<file path="src/rtl/tlb_ctrl.sv">
// CP0-side TLB controller: owns Index/Random/Wired/EntryHi/EntryLo0/EntryLo1 and sequences TLBP/TLBR/TLBWI/TLBWR.
// Optional Wired register is enabled by defining TLB_CTRL_WIRED_EN.
`ifndef TLB_WIDTH
`define TLB_WIDTH 4
`endif

module tlb_ctrl #(
  parameter int unsigned TLB_WIDTH = `TLB_WIDTH
) (
  input  logic                 clk,
  input  logic                 rst,
  input  logic                 op_valid,
  input  logic [1:0]           op,
  output logic                 op_ready,
  output logic                 op_done,
  input  logic                 cp0_we,
  input  logic [4:0]           cp0_waddr,
  input  logic [31:0]          cp0_wdata,
  input  logic                 tlb_exc,
  input  logic [31:0]          tlb_exc_vaddr,
  output logic [31:0]          index_o,
  output logic [31:0]          random_o,
  output logic [31:0]          wired_o,
  output logic [31:0]          entrylo0_o,
  output logic [31:0]          entrylo1_o,
  output logic [31:0]          entryhi_o,
  output logic [7:0]           asid_o,
  output logic [85:0]          tlb_config,
  output logic [TLB_WIDTH-1:0] tlb_we_index,
  output logic                 tlb_we,
  output logic                 tlb_p,
  input  logic [31:0]          tlb_p_res_i,
  output logic [TLB_WIDTH-1:0] tlb_read_index,
  input  logic [85:0]          tlb_read_config_i
);

  localparam int unsigned W = TLB_WIDTH;
  localparam logic [W-1:0] RAND_TOP = {W{1'b1}};

  typedef enum logic [2:0] {IDLE, WRITE, PROBE, PCAP, READ, RCAP} state_t;

  state_t         state;
  logic           index_p;
  logic [W-1:0]   index_v;
  logic [W-1:0]   random_q;
  logic [W-1:0]   wired;
  logic [18:0]    hi_vpn2;
  logic [7:0]     hi_asid;
  logic [29:0]    lo0;
  logic [29:0]    lo1;
  logic           wired_wr;
  logic           rand_wrap;
  logic           unused_bits;

  assign unused_bits = ^{tlb_p_res_i[30:W], tlb_exc_vaddr[12:0]};

`ifdef TLB_CTRL_WIRED_EN
  assign wired_wr = cp0_we && (cp0_waddr == 5'd6);

  always_ff @(posedge clk or negedge rst) begin
    if (!rst)          wired <= '0;
    else if (wired_wr) wired <= cp0_wdata[W-1:0];
  end
`else
  assign wired_wr = 1'b0;
  assign wired    = '0;
`endif

  assign rand_wrap = (random_q == wired) || (wired == RAND_TOP);

  assign index_o    = (32'(index_p) << 31) | 32'(index_v);
  assign random_o   = 32'(random_q);
  assign wired_o    = 32'(wired);
  assign entrylo0_o = {2'b00, lo0};
  assign entrylo1_o = {2'b00, lo1};
  assign entryhi_o  = {hi_vpn2, 5'b00000, hi_asid};
  assign asid_o     = hi_asid;

  // Entry image: global bit is the AND of both EntryLo G bits
  assign tlb_config = {hi_vpn2, hi_asid, lo0[0] & lo1[0],
                       lo0[29:6], lo0[5:3], lo0[2], lo0[1],
                       lo1[29:6], lo1[5:3], lo1[2], lo1[1]};

  always_ff @(posedge clk or negedge rst) begin
    if (!rst) begin
      state          <= IDLE;
      op_ready       <= 1'b1;
      op_done        <= 1'b0;
      tlb_we         <= 1'b0;
      tlb_p          <= 1'b0;
      tlb_we_index   <= '0;
      tlb_read_index <= '0;
      index_p        <= 1'b0;
      index_v        <= '0;
      random_q       <= RAND_TOP;
      hi_vpn2        <= '0;
      hi_asid        <= '0;
      lo0            <= '0;
      lo1            <= '0;
    end else begin
      op_done <= 1'b0;
      tlb_we  <= 1'b0;
      tlb_p   <= 1'b0;

      if (wired_wr || rand_wrap) random_q <= RAND_TOP;
      else                       random_q <= random_q - W'(1);

      if (cp0_we) begin
        case (cp0_waddr)
          5'd0:    begin index_p <= cp0_wdata[31]; index_v <= cp0_wdata[W-1:0]; end
          5'd2:    lo0 <= cp0_wdata[29:0];
          5'd3:    lo1 <= cp0_wdata[29:0];
          5'd10:   begin hi_vpn2 <= cp0_wdata[31:13]; hi_asid <= cp0_wdata[7:0]; end
          default: ;
        endcase
      end

      // FSM register loads come after MTC0 so they take priority
      case (state)
        IDLE: begin
          if (op_valid) begin
            op_ready <= 1'b0;
            case (op)
              2'b00: begin state <= PROBE; tlb_p <= 1'b1; end
              2'b01: begin state <= READ; tlb_read_index <= index_v; end
              2'b10: begin state <= WRITE; tlb_we <= 1'b1; op_done <= 1'b1; tlb_we_index <= index_v; end
              2'b11: begin state <= WRITE; tlb_we <= 1'b1; op_done <= 1'b1; tlb_we_index <= random_q; end
              default: ;
            endcase
          end
        end
        WRITE: begin
          state    <= IDLE;
          op_ready <= 1'b1;
        end
        PROBE: begin
          if (tlb_exc) begin
            state    <= IDLE;
            op_ready <= 1'b1;
          end else begin
            state   <= PCAP;
            op_done <= 1'b1;
          end
        end
        PCAP: begin
          index_p  <= tlb_p_res_i[31];
          index_v  <= tlb_p_res_i[W-1:0];
          state    <= IDLE;
          op_ready <= 1'b1;
        end
        READ: begin
          if (tlb_exc) begin
            state    <= IDLE;
            op_ready <= 1'b1;
          end else begin
            state   <= RCAP;
            op_done <= 1'b1;
          end
        end
        RCAP: begin
          hi_vpn2  <= tlb_read_config_i[85:67];
          hi_asid  <= tlb_read_config_i[66:59];
          lo0      <= {tlb_read_config_i[57:29], tlb_read_config_i[58]};
          lo1      <= {tlb_read_config_i[28:0], tlb_read_config_i[58]};
          state    <= IDLE;
          op_ready <= 1'b1;
        end
        default: begin
          state    <= IDLE;
          op_ready <= 1'b1;
        end
      endcase

      // Exception commit overrides any other EntryHi.VPN2 source
      if (tlb_exc) hi_vpn2 <= tlb_exc_vaddr[31:13];
    end
  end

endmodule

</file>
<file path="config.mk">
export PLATFORM = sky130hd
export DESIGN_NAME = tlb_ctrl
export DESIGN_NICKNAME = d
export VERILOG_FILES = /design/src/rtl/tlb_ctrl.sv
export SDC_FILE = /design/constraint.sdc
export NUM_CORES = 1
export LEC_CHECK = 0
export ABC_AREA = 1
export BUFFER_PORTS_ARGS = -buffer_cell sky130_fd_sc_hd__buf_2
export CAP_MARGIN = 20
export CELL_PAD_IN_SITES_DETAIL_PLACEMENT = 1
export CELL_PAD_IN_SITES_GLOBAL_PLACEMENT = 2
export CORE_AREA = 2 2 192 194
export CTS_BUF_LIST = sky130_fd_sc_hd__clkbuf_16
export DETAILED_ROUTE_END_ITERATION = 16
export DIE_AREA = 0 0 194 196
export GPL_ROUTABILITY_DRIVEN = 0
export PLACE_DENSITY = 0.77
export SLEW_MARGIN = 5
export SYNTH_ARGS = -nofsm -noshare
export SYNTH_HDL_FRONTEND = slang
export SYNTH_SLANG_ARGS = --single-unit
</file>
<file path="constraint.sdc">
create_clock -name clk -period 1.45 [get_ports clk]
set_input_delay 0.145 -clock clk [delete_from_list [all_inputs] [get_ports clk]]
set_output_delay 0.145 -clock clk [all_outputs]
set_load 0.02 [all_outputs]
</file>
Word-level counts from Yosys, hierarchy flattened
Index checks and enable logic that the tools add are counted.
{"block": "totals", "ff_bits": 111, "in_bits": 194}
{"block": "classes", "n_reduce_logical": 23, "addsub": 1, "eq_ne": 12, "mux": 37, "bitwise_logic": 2}
{"op": "$mux 30", "n": 6}
{"op": "$mux 19", "n": 4}
{"op": "$or 32x4->32", "n": 1}
{"op": "$mux 8", "n": 3}
{"op": "$pmux 3 s3", "n": 2}
{"op": "$mux 4", "n": 4}
{"op": "$reduce_bool 2->1", "n": 7}
{"op": "$mux 1", "n": 12}
{"op": "$reduce_and 2->1", "n": 6}
{"op": "$eq 5x2->1 const B", "n": 2}
{"op": "$pmux 4 s2", "n": 1}
{"op": "$eq 3x2->1 const B", "n": 2}
{"op": "$eq 3x3->1 const B", "n": 2}
{"op": "$mux 3", "n": 2}
{"op": "$reduce_and 3->1", "n": 2}
{"op": "$reduce_bool 3->1", "n": 2}
{"op": "$eq 5x4->1 const B", "n": 1}
{"op": "$logic_not 5->1", "n": 1}
{"op": "$eq 2x2->1 const B", "n": 2}
{"op": "$logic_not 4->1", "n": 1}
{"op": "$pmux 1 s2", "n": 2}
{"op": "$reduce_or 2->1", "n": 2}
{"op": "$sub 4x1->4 const B", "n": 1}
{"op": "$logic_not 3->1", "n": 1}
{"op": "6 further kinds", "n": 6}

Logic depth before layout (Yosys ltp)
Gate-level depths: netlist of the first run.
{"block": "logic_depth", "ltp_word": 5, "mapped_depth": 9}

Least setup slack after synthesis of the first run
Ideal clock, no wire load.
{"block": "synth_path", "kind": "reg2reg", "startpoint": "register state[1]", "endpoint": "register lo1[0]", "path_slack_ps": 160, "arrival_ps": 1169, "stages_incl_launch_ff": 9, "setup_time_ps": 120, "cell_sequence": "dfrtp_1 -> inv_2 -> nand3_2 -> buf_4 -> buf_6 -> nand2_1 -> nand2_1 -> o21ai_1 -> nand2_1"}
{"block": "synth_via", "elab_chain_cells": 3, "elab_cells_between_ends": 5, "cone_classes": "1 x eq/ne; 1 x mux; 3 x reduce/logical"}
{"item": "from (decl)", "line_no": "42", "rtl": "state_t state;"}
{"item": "from (signal assigned)", "line_no": "86", "rtl": "state <= IDLE;"}
{"item": "from (signal assigned)", "line_no": "124", "rtl": "2'b00: begin state <= PROBE; tlb_p <= 1'b1; end"}
{"item": "from (signal assigned)", "line_no": "125", "rtl": "2'b01: begin state <= READ; tlb_read_index <= index_v; end"}
{"item": "$eq 3x3->1 *", "line_no": "119", "rtl": "case (state)"}
{"item": "$reduce_bool 2->1 (no source line)"}
{"item": "$reduce_and 2->1 (no source line)"}
{"item": "to (signal assigned)", "line_no": "112", "rtl": "5'd3: lo1 <= cp0_wdata[29:0];"}
{"item": "to (signal assigned)", "line_no": "164", "rtl": "lo1 <= {tlb_read_config_i[28:0], tlb_read_config_i[58]};"}
{"item": "to (decl)", "line_no": "50", "rtl": "logic [29:0] lo1;"}
Every way passes the cells marked *; elsewhere a longest branch is shown, timed or not.
A chain may end at the register's enable or synchronous reset.

Final worst setup path of the first run
{"block": "layout_path", "startpoint": "register state[2]", "endpoint": "register hi_vpn2[17]"}
{"block": "layout_via", "elab_chain_cells": 3, "elab_cells_between_ends": 6, "cone_classes": "1 x eq/ne; 2 x mux; 3 x reduce/logical"}
{"item": "$eq 3x3->1 *", "line_no": "119"}
{"item": "$reduce_bool 3->1 (no source line) / $mux 19 (equally long branches)"}
{"item": "$reduce_and 2->1 (no source line) / $mux 19 (equally long branches)"}
{"item": "to (signal assigned)", "line_no": "113", "rtl": "5'd10: begin hi_vpn2 <= cp0_wdata[31:13]; hi_asid <= cp0_wdata[7:0]; end"}
{"item": "to (signal assigned)", "line_no": "161", "rtl": "hi_vpn2 <= tlb_read_config_i[85:67];"}
{"item": "to (signal assigned)", "line_no": "175", "rtl": "if (tlb_exc) hi_vpn2 <= tlb_exc_vaddr[31:13];"}
{"item": "to (decl)", "line_no": "47", "rtl": "logic [18:0] hi_vpn2;"}
Marks and branches as above.

==> metrics, run 1 <==
Final Hold Viols=0; drt wl/cell=17.3 µm; Residual DRC=0; post-synth top area share=0.378; Post-Syn Area=between 7000 and 8000 µm²; pin count of the biggest net entering global routing=49; predominant post-synthesis flop cell=dfrtp_1; worst-margin pin slew=~0.56 ns; Critical Path AT=between 1.5 and 2 ns; Final WS setup=roughly 0.0017 ns; initial antenna violation count=3; H-Tree Depth=3; total grt overflow=0; Synth Instances=935; Setup WS pre-CTS=-0.192 ns; PwrDens=~1800 nW/µm²; Final Core Density=0.274; sequential area share after synthesis=0.397; Worst Setup End Kind=flop; Syn. warnings=0; worst-skew pair later-pin latency=approximately 0.36 ns; startpoint types=flop; CP required=between 1.5 and 2 ns; Final Setup Violations=0; count of input and output buffers=roughly 360; I/O pins=about 500; routed via count=7174; most frequent cell after synthesis=nand2_1; Die W=just under 200 µm; clock buffer depth=2; worst setup path start=state[2]; Die ar.=38000 µm²; CTS tree=done; CTS Sinks=111; top cell type by total area after synthesis=dfrtp_1; DRT Pass-1 Iters=4; Site Rows=70; Hold Crit Class=input pin to flop; GRT Util Overall=0.150; drt total wl=between 30000 and 40000 µm; fillers=around 4500; share of cells above drive strength 1=0.379; fin. max-slew vios=0; MaxCap Viol Count=0; synth cell count leaders=nand2_1, buf_4, nand3_1; vias in the first global route=7221; Tcrit/Tclk final=0.999; Die Span Y=a little under 200 µm; ANT nets after route=0; EDFF count, synth=0; crit path to=hi_vpn2[17]; P_leak=5.48 nW; VDD IR-drop max=between 0.001 and 0.0015 V; Layout area overhead=40.9%; core area=36100 µm²; outcome=completed; reg-to-reg startpoint=state[2]; FF-to-FF path depth=8; largest cells by area after synthesis=dfrtp_1, buf_4, nand2_1, nand3_1, nand4_1; dpl hpwl=around 22000 µm; async set-reset flop share out of synthesis=1.00; register area=2780 µm²; R2R Setup Slk=about 0.0017 ns; Synth cell types=24; Avg Inst Size Synth=~7.5 µm²; Design Power=between 15 and 20 mW; DRT iter0 DRCs=275; # nets final=~1500; critical path fanouts, max=5; TritonCTS buffer count=9; first-pass GRT wire length=43900 µm; max_slew headroom=0.628; Initial Utilization=0.194; final worst path period need=between 1 and 1.5 ns; Worst Hold Path Cells=3; register bit total from synthesis=between 100 and 150; f_max=roughly 0.69 GHz; Setup Crit Path Kind=flop to flop; Multi-input gate area=2930 µm²; Via-to-Cell Ratio=just over 4; RSZ-0062 raised after global routing=yes; clk_skew=approximately 0.0075 ns; CTS root buf=clkbuf_16; Worst R2R End=hi_vpn2[17]; Clock Pin Slew Worst Setup and Hold Paths=~0.08 ns
[timing repair]
| item | in CTS | in global routing |
|---|---|---|
| endpoints found under the setup margin | 62 | 71 |
| gates resized for setup | 13 | 41 |
| hold buffers | 51 | 0 |
| cloned | 2 | 5 |
| buffers inserted | 7 | 8 |
| endpoints found under the hold margin | 65 | 0 |
| pin swaps | 4 | 5 |
[how the worst min path moves through the flow]
stage	startpoint	end	slack, ns
floorplan	rst	asid_o[0]	-0.15
global placement	rst	lo0[27]	0.07
detailed placement	rst	lo0[27]	0.07
CTS	tlb_read_config_i[13]	lo1[14]	0.0006
global route	tlb_read_config_i[11]	lo1[12]	0.02
finish	tlb_read_config_i[4]	lo1[5]	0.02
[report_power, final]
part | internal (mW) | switching [mW]
sequential | 4.37 | 1.15
clock | 1.35 | 1.34
combinational | 3.14 | 6.06
[through the flow]
| step | cells | hold slack, ns | area (µm²) | setup TNS [ns] |
|---|---|---|---|---|
| after floorplan | 1030 | -0.151 | 7370 | 0 |
| after global placement | 1661 | 0.0681 | 8590 | -4.23 |
| after detailed placement | 1661 | 0.0716 | 8590 | -6.49 |
| after CTS | 1737 | 0.000565 | 9550 | -0.0110 |
| after global routing | 1751 | 0.0172 | 9880 | -0.986 |
| final | 1752 | 0.0188 | 9880 | 0 |
[critical path, stage by stage, from the launching register on]
cell and delay [ns]:
dfrtp_1 0.42, buf_6 0.15, nand3_4 0.07, buf_6 0.14, buf_8 0.11, nand3_4 0.13, clkbuf_16 0.22, nand2_2 0.06
nand2_1 0.04
[final cells by class]
class / instances / area share
Clock buffer: 9 / 0.0228
Clock inverter: 7 / 0.00747
Inverter: 42 / 0.0160
Timing Repair Buffer: 475 / 0.316
Multi-Input combinational cell: 638 / 0.296
Sequential cell: 111 / 0.282
Antenna cell: 2 / 0.000506
Tap cell: 468 / 0.0592
[state kept, by name, summed over array words and instances (netlist names)]
register / cells
index_p: 1
lo0: 30
state: 3
tlb_p: 1
random_q: 4
hi_vpn2: 19
asid_o: 8
tlb_we_index: 4
lo1: 30
tlb_we: 1
op_ready: 1
tlb_read_index: 4
op_done: 1
index_v: 4
[layer usage]
metal,part of all wire,vias to the layer above,wire length (µm),global-route usage
met4,0.015,2,456,0.0396
met5,0.00043,-,13,0
li1,-,3403,-,-
met1,0.43,3440,13200,0.193
met2,0.50,296,15000,0.261
met3,0.055,33,1650,0.0236
[cells in the final DEF, fill, tap and decap left out, drive strengths merged]
cell,count
dlygate4sd3,51
clkbuf,14
ha,1
buf,419
a21oi,3
inv,44
nand4,38
dfstp,5
o21ai,28
nor2,20
or2,2
xor2,1
clkinv,2
diode,2
bufinv,1
conb,96
nand2,293
nor3,2
dfrtp,106
nand3,154
clkinvlp,2
[cell families after synthesis]
group	count (synthesis)	share of synthesized area
and+or+nand+nor	508	0.316
buffers and inverters	282	0.261
DFF	111	0.397
AOI/OAI and AO/OA	31	0.0227
xor gates and xnor gates	1	0.00125
adders and majority gates	1	0.00178
other	1	0.000535
Power figures use the tool's default switching activity.
==> run 2: changes to the inputs <==
--- a/config.mk
+++ b/config.mk
@@ -16,6 +16,7 @@
 export DIE_AREA = 0 0 194 196
 export GPL_ROUTABILITY_DRIVEN = 0
 export PLACE_DENSITY = 0.77
+export RECOVER_POWER = 25
 export SLEW_MARGIN = 5
 export SYNTH_ARGS = -nofsm -noshare
 export SYNTH_HDL_FRONTEND = slang
==> metrics, run 2 (synthesized netlist as in run 1, its figures left out) <==
startpoint types=flop; Final Setup Violations=0 (unchanged); placed cell area=8590 µm² (unchanged); register area=2780 µm² (unchanged); Top Registers=lo0 (30), lo1 (30), hi_vpn2 (19); P_leak=5.47 nW (-0.17%); core area=36100 µm² (unchanged); CTS tree=done; drt wl/cell=17.3 µm (about the same); worst-margin pin slew=0.561 ns (+0.00392 ns); CTS Sinks=111 (unchanged); Worst R2R End=hi_vpn2[17]; Worst Setup End Kind=flop; Initial Utilization=0.194 (unchanged); first-pass GRT wire length=43900 µm (unchanged); Final Core Density=0.273 (-0.000728); I/O pins=492 (unchanged); final worst path period need=1.45 ns (-0.0000283 ns); CP required=1.71 ns (about the same); count of input and output buffers=355 (unchanged); Layout area overhead=40.6%; Hold Crit Start=tlb_read_config_i[4]; clk_skew=0.00751 ns (-0.00000822 ns); share of cells above drive strength 1=0.379 (unchanged); H-Tree Depth=3 (unchanged); ANT nets after route=0 (unchanged); Clock Pin Slew Worst Setup and Hold Paths=0.08 ns (about the same); outcome=completed; TritonCTS buffer count=9 (unchanged); Die Span Y=196 µm (unchanged); Tcrit/Tclk final=0.999 (about the same); placed insts=1661 (unchanged); DRT iter0 DRCs=287 (+4.4%); GRT busiest layer=met2; drt total wl=30300 µm (about the same); Die ar.=38000 µm² (unchanged); Worst Hold Path Cells=3 (unchanged); DRT Pass-1 Iters=4 (unchanged); Setup Crit Path Kind=flop to flop; met3 Usage GRT=0.0236 (unchanged); dpl hpwl=22400 µm (unchanged); reg-to-reg startpoint=state[2]; routed via count=7186 (+0.17%); Hold EP=lo1[5]; grt met1 use=0.193 (unchanged); Die W=194 µm (unchanged); final hold slack=0.0185 ns (-0.000307 ns); Design Power=17.4 mW (about the same); initial antenna violation count=3 (unchanged); Total Neg Setup Slack=0 ns (unchanged); Hold Crit Class=input pin to flop; critical path fanouts, max=5 (unchanged); Residual DRC=0 (unchanged); M2 GR Usage=0.261 (unchanged); most common cell after layout, fill and taps aside=buf_2; total grt overflow=0 (unchanged); worst-skew pair later-pin latency=0.36 ns (about the same); FF-to-FF path depth=8 (unchanged); pin count of the biggest net entering global routing=49 (unchanged); CTS root buf=clkbuf_16; Final WS setup=0.00172 ns (+0.0000283 ns); most frequent cells in the layout=buf_2, nand2_1, nand3_1; PwrDens=1770 nW/µm² (+0.18%); final non-filler cell total=1752 (unchanged); MaxCap Viol Count=0 (unchanged); max_slew headroom=0.626 (-0.00220); fillers=4511 (+0.044%); RSZ-0062 raised after global routing=yes; Multi-input gate area=2930 µm² (unchanged); VDD IR-drop max=0.00110 V (about the same); # nets final=1472 (unchanged); Setup WS pre-CTS=-0.192 ns (unchanged); clock buffer depth=2 (unchanged); Via-to-Cell Ratio=4.10 (+0.17%); Critical Path AT=1.70 ns (about the same); R2R Setup Slk=0.002 ns (about the same); f_max=0.690 GHz (about the same); Final Hold Viols=0 (unchanged); Site Rows=70 (unchanged); vias in the first global route=7221 (unchanged); fin. max-slew vios=0 (unchanged); GRT Util Overall=0.150 (unchanged); final instance area=9860 µm² (-0.27%)
-- run 2: cell types whose count changed in the layout (fill, tap and decap cells not counted) --
cell	change
buf_12	-2
clkbuf_2	+2
buf_4	-1
buf_6	+1
-- run 2: worst max-delay path, cell delays in order, from the launching register on --
cell	delay (ns)
dfrtp_1	0.42
buf_6	0.15
nand3_4	0.07
buf_6	0.14
buf_8	0.11
nand3_4	0.13
clkbuf_16	0.22
nand2_2	0.06
nand2_1	0.04
-- run 2: power breakdown --
| part | switching [mW] | leakage (nW) | internal [mW] |
|---|---|---|---|
| clock network | 1.34 | 0.145 | 1.35 |
| registers | 1.15 | 1.38 | 4.37 |
| logic | 6.06 | 3.94 | 3.13 |
| total | 8.55 | 5.47 | 8.85 |
-- run 2: worst max path at each step --
stage	from	slack (ns)	to	cells after the start
global route	state[2]	-0.06	hi_vpn2[13]	8
finish	state[2]	0.002	hi_vpn2[17]	8
detailed placement	state[2]	-0.19	lo0[2]	5
global placement	state[2]	-0.15	lo0[26]	5
floorplan	state[1]	0.16	lo1[0]	8
CTS	state[2]	-0.01	hi_vpn2[4]	9
-- run 2: what timing repair did --
action                                  CTS  global route
pin swaps                                 4             5
hold buffers                             51             0
cloned                                    2             5
resized for setup                        13            41
buffers inserted                          7             8
endpoints found under the setup margin   62            71
hold endpoints to repair                 65             0
-- run 2: per-layer routing --
layer / vias up / wire length [µm]
met5: - / 13
met1: 3450 / 13200
met4: 2 / 456
li1: 3403 / -
met3: 33 / 1650
met2: 298 / 15000
-- run 2: final cells by class --
type / count / area share
diodes: 2 / 0.000508
well taps: 468 / 0.0594
clock inverters: 7 / 0.00749
repair buffers: 475 / 0.314
multi-input cells: 638 / 0.297
clock buffers: 9 / 0.0228
inverters: 42 / 0.0160
flip-flops and latches: 111 / 0.282
